==> src/rtl/dbc_port_fsm_multi_pkg.sv <==
// Shared definitions for the DbC multi-port state machine: state encodings and change-bit layout.
// Used by dbc_port_fsm_core and dbc_port_fsm_multi (optional feature macro: DBC_DEBOUNCE_EN).
package dbc_port_fsm_multi_pkg;

    localparam int STATE_W = 3;
    localparam int CHG_W   = 4;

    localparam int CHG_CSC = 0;
    localparam int CHG_PRC = 1;
    localparam int CHG_PLC = 2;
    localparam int CHG_CEC = 3;

    typedef enum logic [STATE_W-1:0] {
        ST_DISABLED     = 3'd0,
        ST_DISCONNECTED = 3'd1,
        ST_DEBOUNCE     = 3'd2,
        ST_CONNECTED    = 3'd3,
        ST_RESETTING    = 3'd4,
        ST_ENABLED      = 3'd5,
        ST_ERROR        = 3'd6
    } port_state_e;

    // A device is physically attached (ccs=1) in exactly these states.
    function automatic logic is_attached(input port_state_e s);
        return s inside {ST_CONNECTED, ST_RESETTING, ST_ENABLED, ST_ERROR};
    endfunction

endpackage

==> src/rtl/dbc_port_fsm_core.sv <==
// One DbC port: state machine, connect debounce counter, ccs/ped and the RW1C change bits.
// The debounce state and counter exist only when DBC_DEBOUNCE_EN is defined.
module dbc_port_fsm_core
    import dbc_port_fsm_multi_pkg::*;
#(
    parameter int DEBOUNCE_CYCLES = 16
) (
    input  logic               clk,
    input  logic               rst_n,
    input  logic               dce_i,
    input  logic               connect_i,
    input  logic               bus_reset_i,
    input  logic               link_chg_i,
    input  logic               cfg_err_i,
    input  logic [CHG_W-1:0]   clr_chg_i,
    output logic [STATE_W-1:0] port_state_o,
    output logic               ccs_o,
    output logic               ped_o,
    output logic [CHG_W-1:0]   chg_o
);

    if (DEBOUNCE_CYCLES < 1) begin : g_bad_debounce
        $error("DEBOUNCE_CYCLES must be at least 1");
    end

    port_state_e      state_q, state_d;
    logic             ccs_q, ccs_d;
    logic             ped_q, ped_d;
    logic [CHG_W-1:0] chg_q, chg_d;
    logic [CHG_W-1:0] chg_set;

`ifdef DBC_DEBOUNCE_EN
    localparam int               CNT_W    = $clog2(DEBOUNCE_CYCLES + 1);
    localparam logic [CNT_W-1:0] CNT_LAST = CNT_W'(DEBOUNCE_CYCLES - 1);

    logic [CNT_W-1:0] cnt_q, cnt_d;
`endif

    // NOTE: state registers use non-blocking assignments so every flop samples pre-edge values.
    always_ff @(posedge clk or negedge rst_n) begin
        if (!rst_n) begin
            state_q <= ST_DISABLED;
            ccs_q   <= 1'b0;
            ped_q   <= 1'b0;
            chg_q   <= '0;
`ifdef DBC_DEBOUNCE_EN
            cnt_q   <= '0;
`endif
        end else begin
            state_q <= state_d;
            ccs_q   <= ccs_d;
            ped_q   <= ped_d;
            chg_q   <= chg_d;
`ifdef DBC_DEBOUNCE_EN
            cnt_q   <= cnt_d;
`endif
        end
    end

    // NOTE: every combinational output gets a default first so no path can infer a latch.
    always_comb begin
        state_d = state_q;
`ifdef DBC_DEBOUNCE_EN
        cnt_d   = cnt_q;
`endif
        if (!dce_i) begin
            state_d = ST_DISABLED;
`ifdef DBC_DEBOUNCE_EN
            cnt_d   = '0;
`endif
        end else if (!connect_i && (state_q == ST_DEBOUNCE || is_attached(state_q))) begin
            state_d = ST_DISCONNECTED;
        end else if (cfg_err_i && state_q == ST_ENABLED) begin
            state_d = ST_ERROR;
        end else if (bus_reset_i && state_q inside {ST_CONNECTED, ST_ENABLED, ST_ERROR}) begin
            state_d = ST_RESETTING;
        end else begin
            case (state_q)
                ST_DISABLED: state_d = ST_DISCONNECTED;
                ST_DISCONNECTED: begin
                    if (connect_i) begin
`ifdef DBC_DEBOUNCE_EN
                        state_d = ST_DEBOUNCE;
                        cnt_d   = '0;
`else
                        state_d = ST_CONNECTED;
`endif
                    end
                end
`ifdef DBC_DEBOUNCE_EN
                // Only reached with connect high; a drop was handled above.
                ST_DEBOUNCE: begin
                    if (cnt_q >= CNT_LAST) begin
                        state_d = ST_CONNECTED;
                    end else begin
                        cnt_d = cnt_q + 1'b1;
                    end
                end
`endif
                ST_RESETTING: begin
                    if (!bus_reset_i) begin
                        state_d = ST_ENABLED;
                    end
                end
                ST_CONNECTED, ST_ENABLED, ST_ERROR: state_d = state_q;
                default: state_d = ST_DISABLED;
            endcase
        end
    end

    // Change bits are derived from the chosen transition, so priority is decided in one place.
    always_comb begin
        chg_set          = '0;
        chg_set[CHG_CSC] = (state_q inside {ST_DISCONNECTED, ST_DEBOUNCE} && state_d == ST_CONNECTED)
                           || (ccs_q && state_d == ST_DISCONNECTED);
        chg_set[CHG_PRC] = state_q == ST_RESETTING && state_d == ST_ENABLED;
        chg_set[CHG_PLC] = link_chg_i && state_q == ST_ENABLED && state_d == ST_ENABLED;
        chg_set[CHG_CEC] = state_q == ST_ENABLED && state_d == ST_ERROR;

        ccs_d = is_attached(state_d);
        ped_d = state_d == ST_ENABLED;
        chg_d = dce_i ? ((chg_q & ~clr_chg_i) | chg_set) : '0;
    end

    assign port_state_o = state_q;
    assign ccs_o        = ccs_q;
    assign ped_o        = ped_q;
    assign chg_o        = chg_q;

endmodule

==> src/rtl/dbc_port_fsm_multi.sv <==
// DbC port block: NUM_PORTS independent port FSMs plus the registered event interrupt.
// Define DBC_DEBOUNCE_EN to insert the connect debounce stage in every port.
module dbc_port_fsm_multi
    import dbc_port_fsm_multi_pkg::*;
#(
    parameter int NUM_PORTS       = 2,
    parameter int DEBOUNCE_CYCLES = 16
) (
    input  logic                         clock,
    input  logic                         reset_n,
    input  logic                         dce,
    input  logic [NUM_PORTS-1:0]         connect,
    input  logic [NUM_PORTS-1:0]         bus_reset,
    input  logic [NUM_PORTS-1:0]         link_chg,
    input  logic [NUM_PORTS-1:0]         cfg_err,
    input  logic [CHG_W*NUM_PORTS-1:0]   clr_chg,
    input  logic                         irq_en,
    output logic [STATE_W*NUM_PORTS-1:0] port_state,
    output logic [NUM_PORTS-1:0]         ccs,
    output logic [NUM_PORTS-1:0]         ped,
    output logic [CHG_W*NUM_PORTS-1:0]   chg,
    output logic                         evt_irq
);

    if (NUM_PORTS < 1) begin : g_bad_ports
        $error("NUM_PORTS must be at least 1");
    end

    logic evt_irq_q;

    for (genvar p = 0; p < NUM_PORTS; p++) begin : g_port
        dbc_port_fsm_core #(
            .DEBOUNCE_CYCLES(DEBOUNCE_CYCLES)
        ) u_core (
            .clk         (clock),
            .rst_n       (reset_n),
            .dce_i       (dce),
            .connect_i   (connect[p]),
            .bus_reset_i (bus_reset[p]),
            .link_chg_i  (link_chg[p]),
            .cfg_err_i   (cfg_err[p]),
            .clr_chg_i   (clr_chg[p*CHG_W +: CHG_W]),
            .port_state_o(port_state[p*STATE_W +: STATE_W]),
            .ccs_o       (ccs[p]),
            .ped_o       (ped[p]),
            .chg_o       (chg[p*CHG_W +: CHG_W])
        );
    end

    // Masking happens before the flop, so the latched change bits are never touched by irq_en.
    always_ff @(posedge clock or negedge reset_n) begin
        if (!reset_n) begin
            evt_irq_q <= 1'b0;
        end else begin
            evt_irq_q <= irq_en & (|chg);
        end
    end

    assign evt_irq = evt_irq_q;

endmodule

==> config.mk <==
export PLATFORM = sky130hd
export DESIGN_NAME = dbc_port_fsm_multi
export DESIGN_NICKNAME = d
export VERILOG_FILES = /design/src/rtl/dbc_port_fsm_multi_pkg.sv /design/src/rtl/dbc_port_fsm_core.sv /design/src/rtl/dbc_port_fsm_multi.sv
export SDC_FILE = /design/constraint.sdc
export NUM_CORES = 1
export LEC_CHECK = 0
export CAP_MARGIN = 15
export CORE_UTILIZATION = 40
export DETAILED_ROUTE_END_ITERATION = 12
export PLACE_DENSITY = 0.74
export SYNTH_ARGS = -nofsm -noshare
export SYNTH_HDL_FRONTEND = slang
export SYNTH_SLANG_ARGS = --single-unit
==> constraint.sdc <==
create_clock -name clock -period 1.28 [get_ports clock]
set_input_delay 0.192 -clock clock [delete_from_list [all_inputs] [get_ports clock]]
set_output_delay 0.192 -clock clock [all_outputs]
set_load 0.03 [all_outputs]
==> results of run 1 <==
placed cells by master, fill, tap and decap left out, types with 2 or more instances in the layout:
cell type / count
nand2_1: 7
inv_1: 10
nor2_1: 4
dfrtp_2: 6
buf_12: 2
dfrtp_1: 13
clkdlybuf4s50_1: 19
clkbuf_2: 9
a21oi_4: 2
nand2b_1: 2
and3_4: 2
o22ai_1: 2
o21ai_0: 3
clkbuf_4: 3
a21boi_1: 2
nand3b_1: 2
buf_6: 9
nor4_1: 2
buf_4: 31
a21oi_1: 6
clkdlybuf4s15_1: 2
dlygate4sd2_1: 2
a211oi_1: 2
nor2b_1: 5
registers in the layout, summed over array words and instances (netlist names):
name	count
g_port.u_core.ped_o	2
g_port.u_core.chg_o	8
g_port.u_core.port_state_o	6
evt_irq	1
g_port.u_core.ccs_o	2
worst reg2reg max path: stages, from the launching register on:
cell     delay (ps)
dfrtp_2         440
buf_6           140
mux2i_4         190
o32ai_4         270
nand3_2         140
o21ai_1         160
cell type report:
cell class,count,area (um^2),share of cell area [%]
inverter,12,47.5,2.45
tap,30,37.5,1.93
timing repair buffer,75,652,33.5
sequential,19,483,24.8
multi-input combinational,77,697,35.8
clock inverter,1,5.00,0.257
clock buffer,3,22.5,1.16
cells by family after synthesis:
logic type      share of synthesized area [%]
xor+xnor                                 1.56
simple gates                             16.4
buf+inv                                  11.7
mux                                      1.89
flops                                    42.3
compound gates                           26.3
how the worst max path moves through the flow:
stage / from / to
floorplan: g_port[1].u_core.port_state_o[2] / g_port[1].u_core.chg_o[1]
global placement: bus_reset[1] / g_port[1].u_core.chg_o[1]
detailed placement: bus_reset[1] / g_port[1].u_core.chg_o[1]
CTS: g_port[1].u_core.port_state_o[2] / g_port[1].u_core.chg_o[1]
global route: g_port[0].u_core.port_state_o[2] / g_port[0].u_core.ccs_o
finish: g_port[0].u_core.port_state_o[2] / g_port[0].u_core.ccs_o
timing repair:
| action | CTS | global route |
|---|---|---|
| resized for setup | 36 | 37 |
| endpoints found under the setup margin | 26 | 28 |
| buffers inserted | 8 | 4 |
| pin swaps | 2 | 4 |
through the flow:
stage / hold WS (ps) / power (W) / TNS, ps
floorplan: -104 / 0.000820 / -1030
global placement: 530 / 0.000996 / -2360
detailed placement: 545 / 0.00100 / -2840
CTS: 205 / 0.00132 / -433
global route: 215 / 0.00144 / -1840
finish: 191 / 0.00139 / -1030
power by group through the flow:
stage	clock (W)	sequential [W]	combinational (W)
final	0.000318	0.000647	0.000421
after global routing	0.000350	0.000649	0.000443
after CTS	0.000315	0.000651	0.000358
after detailed placement	0	0.000663	0.000338
after global placement	0	0.000663	0.000333
after floorplan	0	0.000680	0.000139
routing by layer:
| layer | part of all wire (%) | vias up | global-route usage [%] |
|---|---|---|---|
| met4 | 2.9 | 0 | 5.83 |
| met3 | 6.8 | 12 | 6.01 |
| met2 | 49 | 61 | 38.2 |
| li1 | - | 559 | - |
| met5 | 0 | - | 0 |
| met1 | 41 | 556 | 29.7 |
==> run_results.csv, run 1 <==
group,metric,value,unit
sta,rsz0062_at_grt,"true",
critical_path,worst-path-max-fanout,5,
critical_path,worstPathCellList,"buf_6 -> mux2i_4 -> o32ai_4 -> nand3_2 -> o21ai_1",
run,cap_violations,0,
global_route,grt_pass1_wl,4.75,mm
critical_path,path_buf_inv,1,
sta,skew,8.12,ps
sta,fin_crit_sh,110,%
global_route,grtUsageTotal,23.0,%
sta,finalCriticalPeriod,1410,ps
route,ant_nets,0,
route,totalWireLength,3.78,mm
clocking,worst_skew_pair.late_latency,310,ps
yosys,synth_seq_area_share,42.3,%
power_and_ir_drop,power.internal,0.000954,W
route,first_pass_iters,4,
sta,slew_viol_final,0,
critical_path,cp.required,1520,ps
sta,worst_slew_pin_slew,326,ps
final_layout,fin_util,75.7,%
die,core_area,0.00257,mm^2
critical_path,r2r.worst_path.cells,5,
die,io_pins,39,
placement,hpwl,2.31,mm
yosys,synth_edf_count,0,
yosys,ys_seq_elements,19,
clocking,cts_buffer_depth,2,
min_path,hold_path_class,"in2async",
yosys,synth.distinct_cells,44,
power_and_ir_drop,p_leak,0.885,nW
placement,post_dp_cell_area,0.00168,mm^2
die,die_w,55.0,um
clocking,hold_buffers,0,
sta,final_hold_viol_count,0,
final_layout,final.fill_count,170,
die,std_cell_rows,18,
critical_path,cpMaxStageDelayCell,"dfrtp_2",
route,remaining_drc_errors,0,
placement,portBuffers,38,
placement,dp_slack,-292,ps
yosys,syn-cell-area,0.00112,mm^2
critical_path,crit_family,"flip-flops",
route,drtIter0Drc,25,
final_layout,fin_cells,217,
final_layout,area_delta_synth_final,72.9,%
critical_path,regToRegSetupSlack,-130,ps
power_and_ir_drop,peakVddDrop,0.573,mV
placement,place.gp.congestion,0.848,
clocking,cts_root_buffer,"clkbuf_4",
route,post_drt_wl_per_cell,17.4,um
placement,place_inst,201,
yosys,async_flop_share,100,%
yosys,syn_inst,120,
critical_path,end_kind,"flop",
clocking,path_clk_slew,110,ps
yosys,synth_commonest_cells,"19 x dfrtp_1, 12 x inv_1, 7 x a21oi_1, 7 x nand2_1",
yosys,syn_area_per_cell,9.37,um^2
sta,layout_setup_ws,-127,ps
status,outcome,"finished with violations",
yosys,yosys_most_used_dff,"dfrtp_1",
clocking,cts_sinks,19,
power_and_ir_drop,clkPwrFrac,22.9,%
global_route,antenna_found_initial,0,
yosys,synth_top_area_share,42.3,%
status,violations,"setup timing",
yosys,synth_nets,140,
clocking,numCtsBuffers,3,
sta,setup_viol,14,
power_and_ir_drop,switching_share,31.2,%
route,vias_per_cell,5.47,
yosys,yosysMostFrequentCell,"dfrtp_1",
clocking,htree_levels,1,
final_layout,drive_gt1_share,47.1,%
sta,fmax,711,MHz
final_layout,antennaDiodeCount,0,
critical_path,start_kind,"flop",
critical_path,worst-setup-path-type,"reg2reg",
global_route,grt-ovfl-total,0,
power_and_ir_drop,pwr-share-comb,30.4,%
critical_path,worst_ep_arrival_time,1650,ps
die,die_h,55.0,um
critical_path,worst-path-stages,5,
clocking,cts_tree,"yes",
yosys,synthTopCellsByArea,"dfrtp_1 42%, buf_4 4.0%, inv_1 4.0%",
global_route,grt_max_degree,20,
yosys,yosysTopAreaCell,"dfrtp_1",
power_and_ir_drop,pwr-share-seq,46.7,%
die,start_util,43.8,%
sta,relSlewSlack,78.2,%
critical_path,r2r_start,"g_port[0].u_core.port_state_o[2]",
final_layout,nets,208,
final_layout,post-route-cell-area,0.00194,mm^2
critical_path,critical-path-max-stage-delay,440,ps
yosys,yosys_warnings,0,
critical_path,r2r-end,"g_port[0].u_core.ccs_o",
die,die-area,0.00303,mm^2
power_and_ir_drop,cellPowerDensity,713,mW/mm^2
power_and_ir_drop,p_sw,0.000432,W
route,vias,1188,
global_route,grt_pass1_vias,1026,
No activity file was read; power rests on OpenSTA's default activity.
==> run 2: changes to the inputs <==
--- a/config.mk
+++ b/config.mk
@@ -6,9 +6,10 @@
 export NUM_CORES = 1
 export LEC_CHECK = 0
 export CAP_MARGIN = 15
-export CORE_UTILIZATION = 40
+export CORE_UTILIZATION = 42
+export CTS_BUF_LIST = sky130_fd_sc_hd__clkbuf_4
 export DETAILED_ROUTE_END_ITERATION = 12
-export PLACE_DENSITY = 0.74
+export PLACE_DENSITY = 0.77
 export SYNTH_ARGS = -nofsm -noshare
 export SYNTH_HDL_FRONTEND = slang
 export SYNTH_SLANG_ARGS = --single-unit
==> constraint.sdc (replaced) <==
create_clock -name clock -period 1.28 [get_ports clock]
set_input_delay 0.192 -clock clock [delete_from_list [all_inputs] [get_ports clock]]
set_output_delay 0.192 -clock clock [all_outputs]
set_load 0.01 [all_outputs]
==> run 2 against run 1 <==
The run still ends with setup timing left. Hold slack improved by 1.5 ps. Clock skew is 2.2 ps lower. Total power up 0.51%. Combinational power increased by 1%. Critical path type unchanged.
==> run_results.csv, run 2 (synthesis gave the netlist of run 1 again) <==
group,metric,value,unit
status,outcome,"finished with violations",
status,violations,"setup timing",
critical_path,cpMostUsedCell,"buf_4",
clocking,htree_levels,1,
power_and_ir_drop,cellPowerDensity,676,mW/mm^2
final_layout,fin_util,82.4,%
route,ant_nets,0,
die,die_h,53.8,um
route,totalWireLength,4.09,mm
global_route,grt_max_degree,20,
die,die-area,0.00289,mm^2
power_and_ir_drop,p_leak,0.977,nW
sta,final_hold_viol_count,0,
final_layout,drive_gt1_share,45.4,%
critical_path,path_buf_inv,2,
global_route,grt_pass1_wl,5.65,mm
route,post_drt_wl_per_cell,18.1,um
critical_path,cp.required,1530,ps
final_layout,nets,217,
power_and_ir_drop,peakVddDrop,0.777,mV
final_layout,layout_common_cells,"35 x buf_4, 19 x clkdlybuf4s50_1, 16 x dlygate4sd2_1",
sta,slew_viol_final,0,
critical_path,worst_ep_arrival_time,1810,ps
clocking,cts_root_buffer,"clkbuf_4",
clocking,cts_tree,"yes",
critical_path,worstPathCellList,"buf_4 -> nand4b_1 -> a21oi_4 -> buf_4 -> a2111oi_4 -> o21a_1",
sta,fmax,644,MHz
global_route,grt_pass1_vias,1266,
sta,layout_setup_ws,-273,ps
critical_path,start_kind,"flop",
clocking,hold_buffers,0,
final_layout,area_delta_synth_final,83.1,%
sta,skew,5.95,ps
clocking,worst_skew_pair.late_latency,310,ps
placement,hpwl,2.11,mm
critical_path,worst-setup-path-type,"reg2reg",
die,die_w,53.8,um
route,drtIter0Drc,44,
clocking,cts_buffer_depth,2,
final_layout,multi_input_area,711,um^2
critical_path,cpMaxStageDelayCell,"dfrtp_2",
global_route,grtUsageTotal,28.3,%
sta,rsz0062_at_grt,"true",
final_layout,final.fill_count,155,
placement,place.gp.congestion,0.879,
critical_path,worst-path-max-fanout,5,
sta,fin_crit_sh,121,%
placement,portBuffers,38,
sta,relSlewSlack,79.2,%
critical_path,critical-path-max-stage-delay,460,ps
die,start_util,45.0,%
clocking,cts_sinks,19,
die,std_cell_rows,18,
min_path,hold_path_class,"in2async",
clocking,path_clk_slew,100,ps
sta,setup_viol,14,
route,remaining_drc_errors,0,
clocking,numCtsBuffers,3,
global_route,antenna_found_initial,0,
sta,worst_slew_pin_slew,312,ps
die,core_area,0.00250,mm^2
critical_path,crit_family,"compound AO/OA/AOI/OAI gates",
final_layout,ff_latch_area,483,um^2
final_layout,largest_reg_flops,8,
sta,finalCriticalPeriod,1550,ps
route,vias_per_cell,5.65,
critical_path,end_kind,"flop",
route,vias,1276,
final_layout,antennaDiodeCount,0,
run,cap_violations,0,
global_route,grt-ovfl-total,0,
final_layout,final_common_cell,"buf_4",
die,io_pins,39,
route,first_pass_iters,4,
sta,hold_ws,192,ps
==> run 2: where the power goes <==
part / switching (W) / leakage [nW] / internal [W] / total (W)
registers: 0.0000164 / 0.249 / 0.000622 / 0.000638
logic: 0.000194 / 0.710 / 0.000231 / 0.000425
clock network: 0.000186 / 0.0184 / 0.000143 / 0.000330
==> run 2: cell type report <==
type | instances | share of cell area (%)
Tap cell | 30 | 1.82
Timing Repair Buffer | 84 | 36.6
Clock buffer | 4 | 1.46
Sequential cell | 19 | 23.5
Multi-Input combinational cell | 77 | 34.5
Inverter | 12 | 2.19
==> run 2: worst reg2reg max path: stages, from the launching register on <==
cell and delay, ps:
dfrtp_2 460, buf_4 160, nand4b_1 140, a21oi_4 90, buf_4 150, a2111oi_4 320, o21a_1 180
==> run 2: metrics by stage <==
step | std cells | setup TNS, ps | power [W] | instance area [um^2] | worst slack, ps
floorplan | 120 | -450 | 0.000779 | 1150 | -115
global placement | 200 | -2860 | 0.000947 | 1650 | -299
detailed placement | 200 | -3380 | 0.000955 | 1650 | -313
CTS | 222 | -874 | 0.00131 | 1870 | -172
global route | 226 | -2160 | 0.00147 | 2060 | -305
finish | 226 | -1420 | 0.00139 | 2060 | -273
==> run 2: worst paths after layout <==
| path | cells after the start | endpoint | slack [ps] | startpoint |
|---|---|---|---|---|
| worst max-delay path | 6 | g_port[1].u_core.chg_o[0] | -270 | g_port[1].u_core.port_state_o[1] |
| worst min-delay path | 2 | g_port[1].u_core.ped_o | 190 | reset_n |
| worst max register to register | 6 | g_port[1].u_core.chg_o[0] | -270 | g_port[1].u_core.port_state_o[1] |
| worst min register to register | 2 | g_port[1].u_core.chg_o[2] | 560 | g_port[1].u_core.chg_o[2] |
| max in group asynchronous | 2 | g_port[1].u_core.port_state_o[0] | 860 | reset_n |
| min in group clock | 2 | evt_irq | 420 | irq_en |
==> run 2: routing by layer <==
layer,part of all wire (%),track usage (%),vias up
li1,-,-,579
met1,42,33.3,604
met2,45,46.1,71
met3,7.6,7.91,22
met4,5.3,15.4,0
met5,0,0,-
==> run 2: timing repair <==
item                                    in CTS  in global routing
buffers inserted                            18                  5
endpoints found under the setup margin      33                 17
pin swaps                                   14                 12
resized for setup                           54                 30
==> run 3: changes to the inputs <==
--- a/config.mk
+++ b/config.mk
@@ -9,7 +9,7 @@
 export CORE_UTILIZATION = 42
 export CTS_BUF_LIST = sky130_fd_sc_hd__clkbuf_4
 export DETAILED_ROUTE_END_ITERATION = 12
-export PLACE_DENSITY = 0.77
+export PLACE_DENSITY_LB_ADDON = 0.08
 export SYNTH_ARGS = -nofsm -noshare
 export SYNTH_HDL_FRONTEND = slang
 export SYNTH_SLANG_ARGS = --single-unit
==> run 3 against run 2 <==
The run still ends with setup timing left. Sequential share of layout area is 1.1 points higher. Global-route usage is 1.9 points lower. Count of clock-buffer cells in the layout is 1 lower. Setup slack better by 110 ps. Combinational power is 8.7% lower. Clock power is 6% lower. Sequential cell count stayed put. Hold slack better by 25 ps. Non-clock buffer count is 1 lower. First-iteration DRC count is 11% lower. Critical path type unchanged. Largest power group unchanged.
==> run_results.csv, run 3 (synthesis gave the netlist of run 1 again) <==
group,metric,value,unit
power_and_ir_drop,cellPowerDensity,678,mW/mm^2
clocking,cts_sinks,19,
final_layout,drive_gt1_share,43.1,%
global_route,grt_pass1_vias,1197,
final_layout,area_delta_synth_final,75.2,%
sta,fmax,695,MHz
sta,rsz0062_at_grt,"true",
clocking,numCtsBuffers,3,
critical_path,cpMaxStageDelayCell,"dfrtp_2",
route,first_pass_iters,4,
critical_path,worst-setup-path-type,"reg2reg",
final_layout,layout_common_cells,"37 x buf_4, 19 x clkdlybuf4s50_1, 16 x dlygate4sd2_1",
route,remaining_drc_errors,0,
route,post_drt_wl_per_cell,16.0,um
sta,hold_ws,217,ps
route,totalWireLength,3.59,mm
final_layout,nets,216,
power_and_ir_drop,p_leak,0.959,nW
sta,slew_viol_final,0,
critical_path,end_kind,"flop",
die,die-area,0.00289,mm^2
sta,layout_setup_ws,-159,ps
min_path,hold_path_class,"in2async",
power_and_ir_drop,peakVddDrop,0.504,mV
die,die_w,53.8,um
die,die_h,53.8,um
final_layout,final.fill_count,161,
critical_path,worst-path-max-fanout,4,
sta,finalCriticalPeriod,1440,ps
placement,place.gp.congestion,0.823,
global_route,grtUsageTotal,26.3,%
final_layout,final_common_cell,"buf_4",
final_layout,antennaDiodeCount,0,
die,std_cell_rows,18,
critical_path,critical-path-max-stage-delay,460,ps
status,violations,"setup timing",
global_route,grt_pass1_wl,5.45,mm
clocking,path_clk_slew,120,ps
critical_path,worstPathCellList,"buf_4 -> and3_2 -> o311ai_4 -> o32ai_2",
power_and_ir_drop,total_power,0.00134,W
clocking,cts_tree,"yes",
critical_path,start_kind,"flop",
global_route,grt_max_degree,20,
clocking,htree_levels,1,
route,vias,1210,
global_route,grt-ovfl-total,0,
clocking,worst_skew_pair.late_latency,290,ps
sta,worst_slew_pin_slew,309,ps
placement,hpwl,2.05,mm
die,core_area,0.00250,mm^2
sta,fin_crit_sh,112,%
placement,portBuffers,38,
final_layout,fin_util,78.8,%
route,drtIter0Drc,39,
final_layout,largest_reg_flops,8,
sta,skew,2.96,ps
die,start_util,45.0,%
route,vias_per_cell,5.38,
critical_path,worst_ep_arrival_time,1620,ps
placement,dp_slack,-293,ps
die,io_pins,39,
sta,relSlewSlack,79.3,%
clocking,cts_root_buffer,"clkbuf_4",
clocking,hold_buffers,0,
global_route,antenna_found_initial,0,
sta,final_hold_viol_count,0,
status,outcome,"finished with violations",
critical_path,cp.required,1460,ps
sta,tns,-1080,ps
route,ant_nets,0,
clocking,cts_buffer_depth,2,
run,cap_violations,0,
sta,setup_viol,11,
==> run 3: area by class of cell <==
cell class	count	area [um^2]	share of cell area [%]
Clock buffer	3	22.5	1.14
Tap cell	30	37.5	1.90
Clock inverter	1	5.00	0.254
Inverter	12	45.0	2.29
Timing Repair Buffer	83	729	37.0
Sequential cell	19	483	24.5
Multi-Input combinational cell	77	648	32.9
==> run 3: per-stage QoR <==
stage | area [um^2] | instances
finish | 1970 | 225
global route | 1970 | 225
CTS | 1880 | 222
detailed placement | 1630 | 198
global placement | 1630 | 198
floorplan | 1150 | 120
==> run 3: worst paths after layout <==
check	slack [ps]	cells past startpoint	to	from
max	-160	4	g_port[1].u_core.chg_o[3]	g_port[1].u_core.port_state_o[0]
min	220	2	g_port[1].u_core.chg_o[0]	reset_n
max reg2reg	-160	4	g_port[1].u_core.chg_o[3]	g_port[1].u_core.port_state_o[0]
min reg2reg	560	2	g_port[1].u_core.chg_o[2]	g_port[1].u_core.chg_o[2]
max in group asynchronous	850	2	g_port[0].u_core.port_state_o[0]	reset_n
min in group clock	450	2	evt_irq	irq_en
==> run 3: critical path: cells and delay by family (launching register included) <==
| family | cells | cell delay [ps] |
|---|---|---|
| DFF | 1 | 460 |
| AOI/OAI and AO/OA | 2 | 480 |
| and+or+nand+nor | 1 | 220 |
| buffers and inverters | 1 | 160 |
==> run 3: timing repair <==
action / 4_1_cts / 5_1_grt
endpoints found under the setup margin: 33 / 17
cloned: 0 / 1
pin swaps: 11 / 15
buffers inserted: 20 / 3
gates resized for setup: 54 / 21
==> run 3: power breakdown <==
part / total (W) / switching (W) / internal [W] / leakage (nW)
registers: 0.000638 / 0.0000155 / 0.000622 / 0.249
logic: 0.000388 / 0.000171 / 0.000216 / 0.692
clock network: 0.000311 / 0.000195 / 0.000116 / 0.0177
==> run 3: routing by layer <==
metal	track usage, %	vias to the layer above	wire, um
met4	4.82	0	10
met2	45.3	51	1700
met3	4.52	2	251
met5	0	-	0
li1	-	574	-
met1	34.6	583	1630
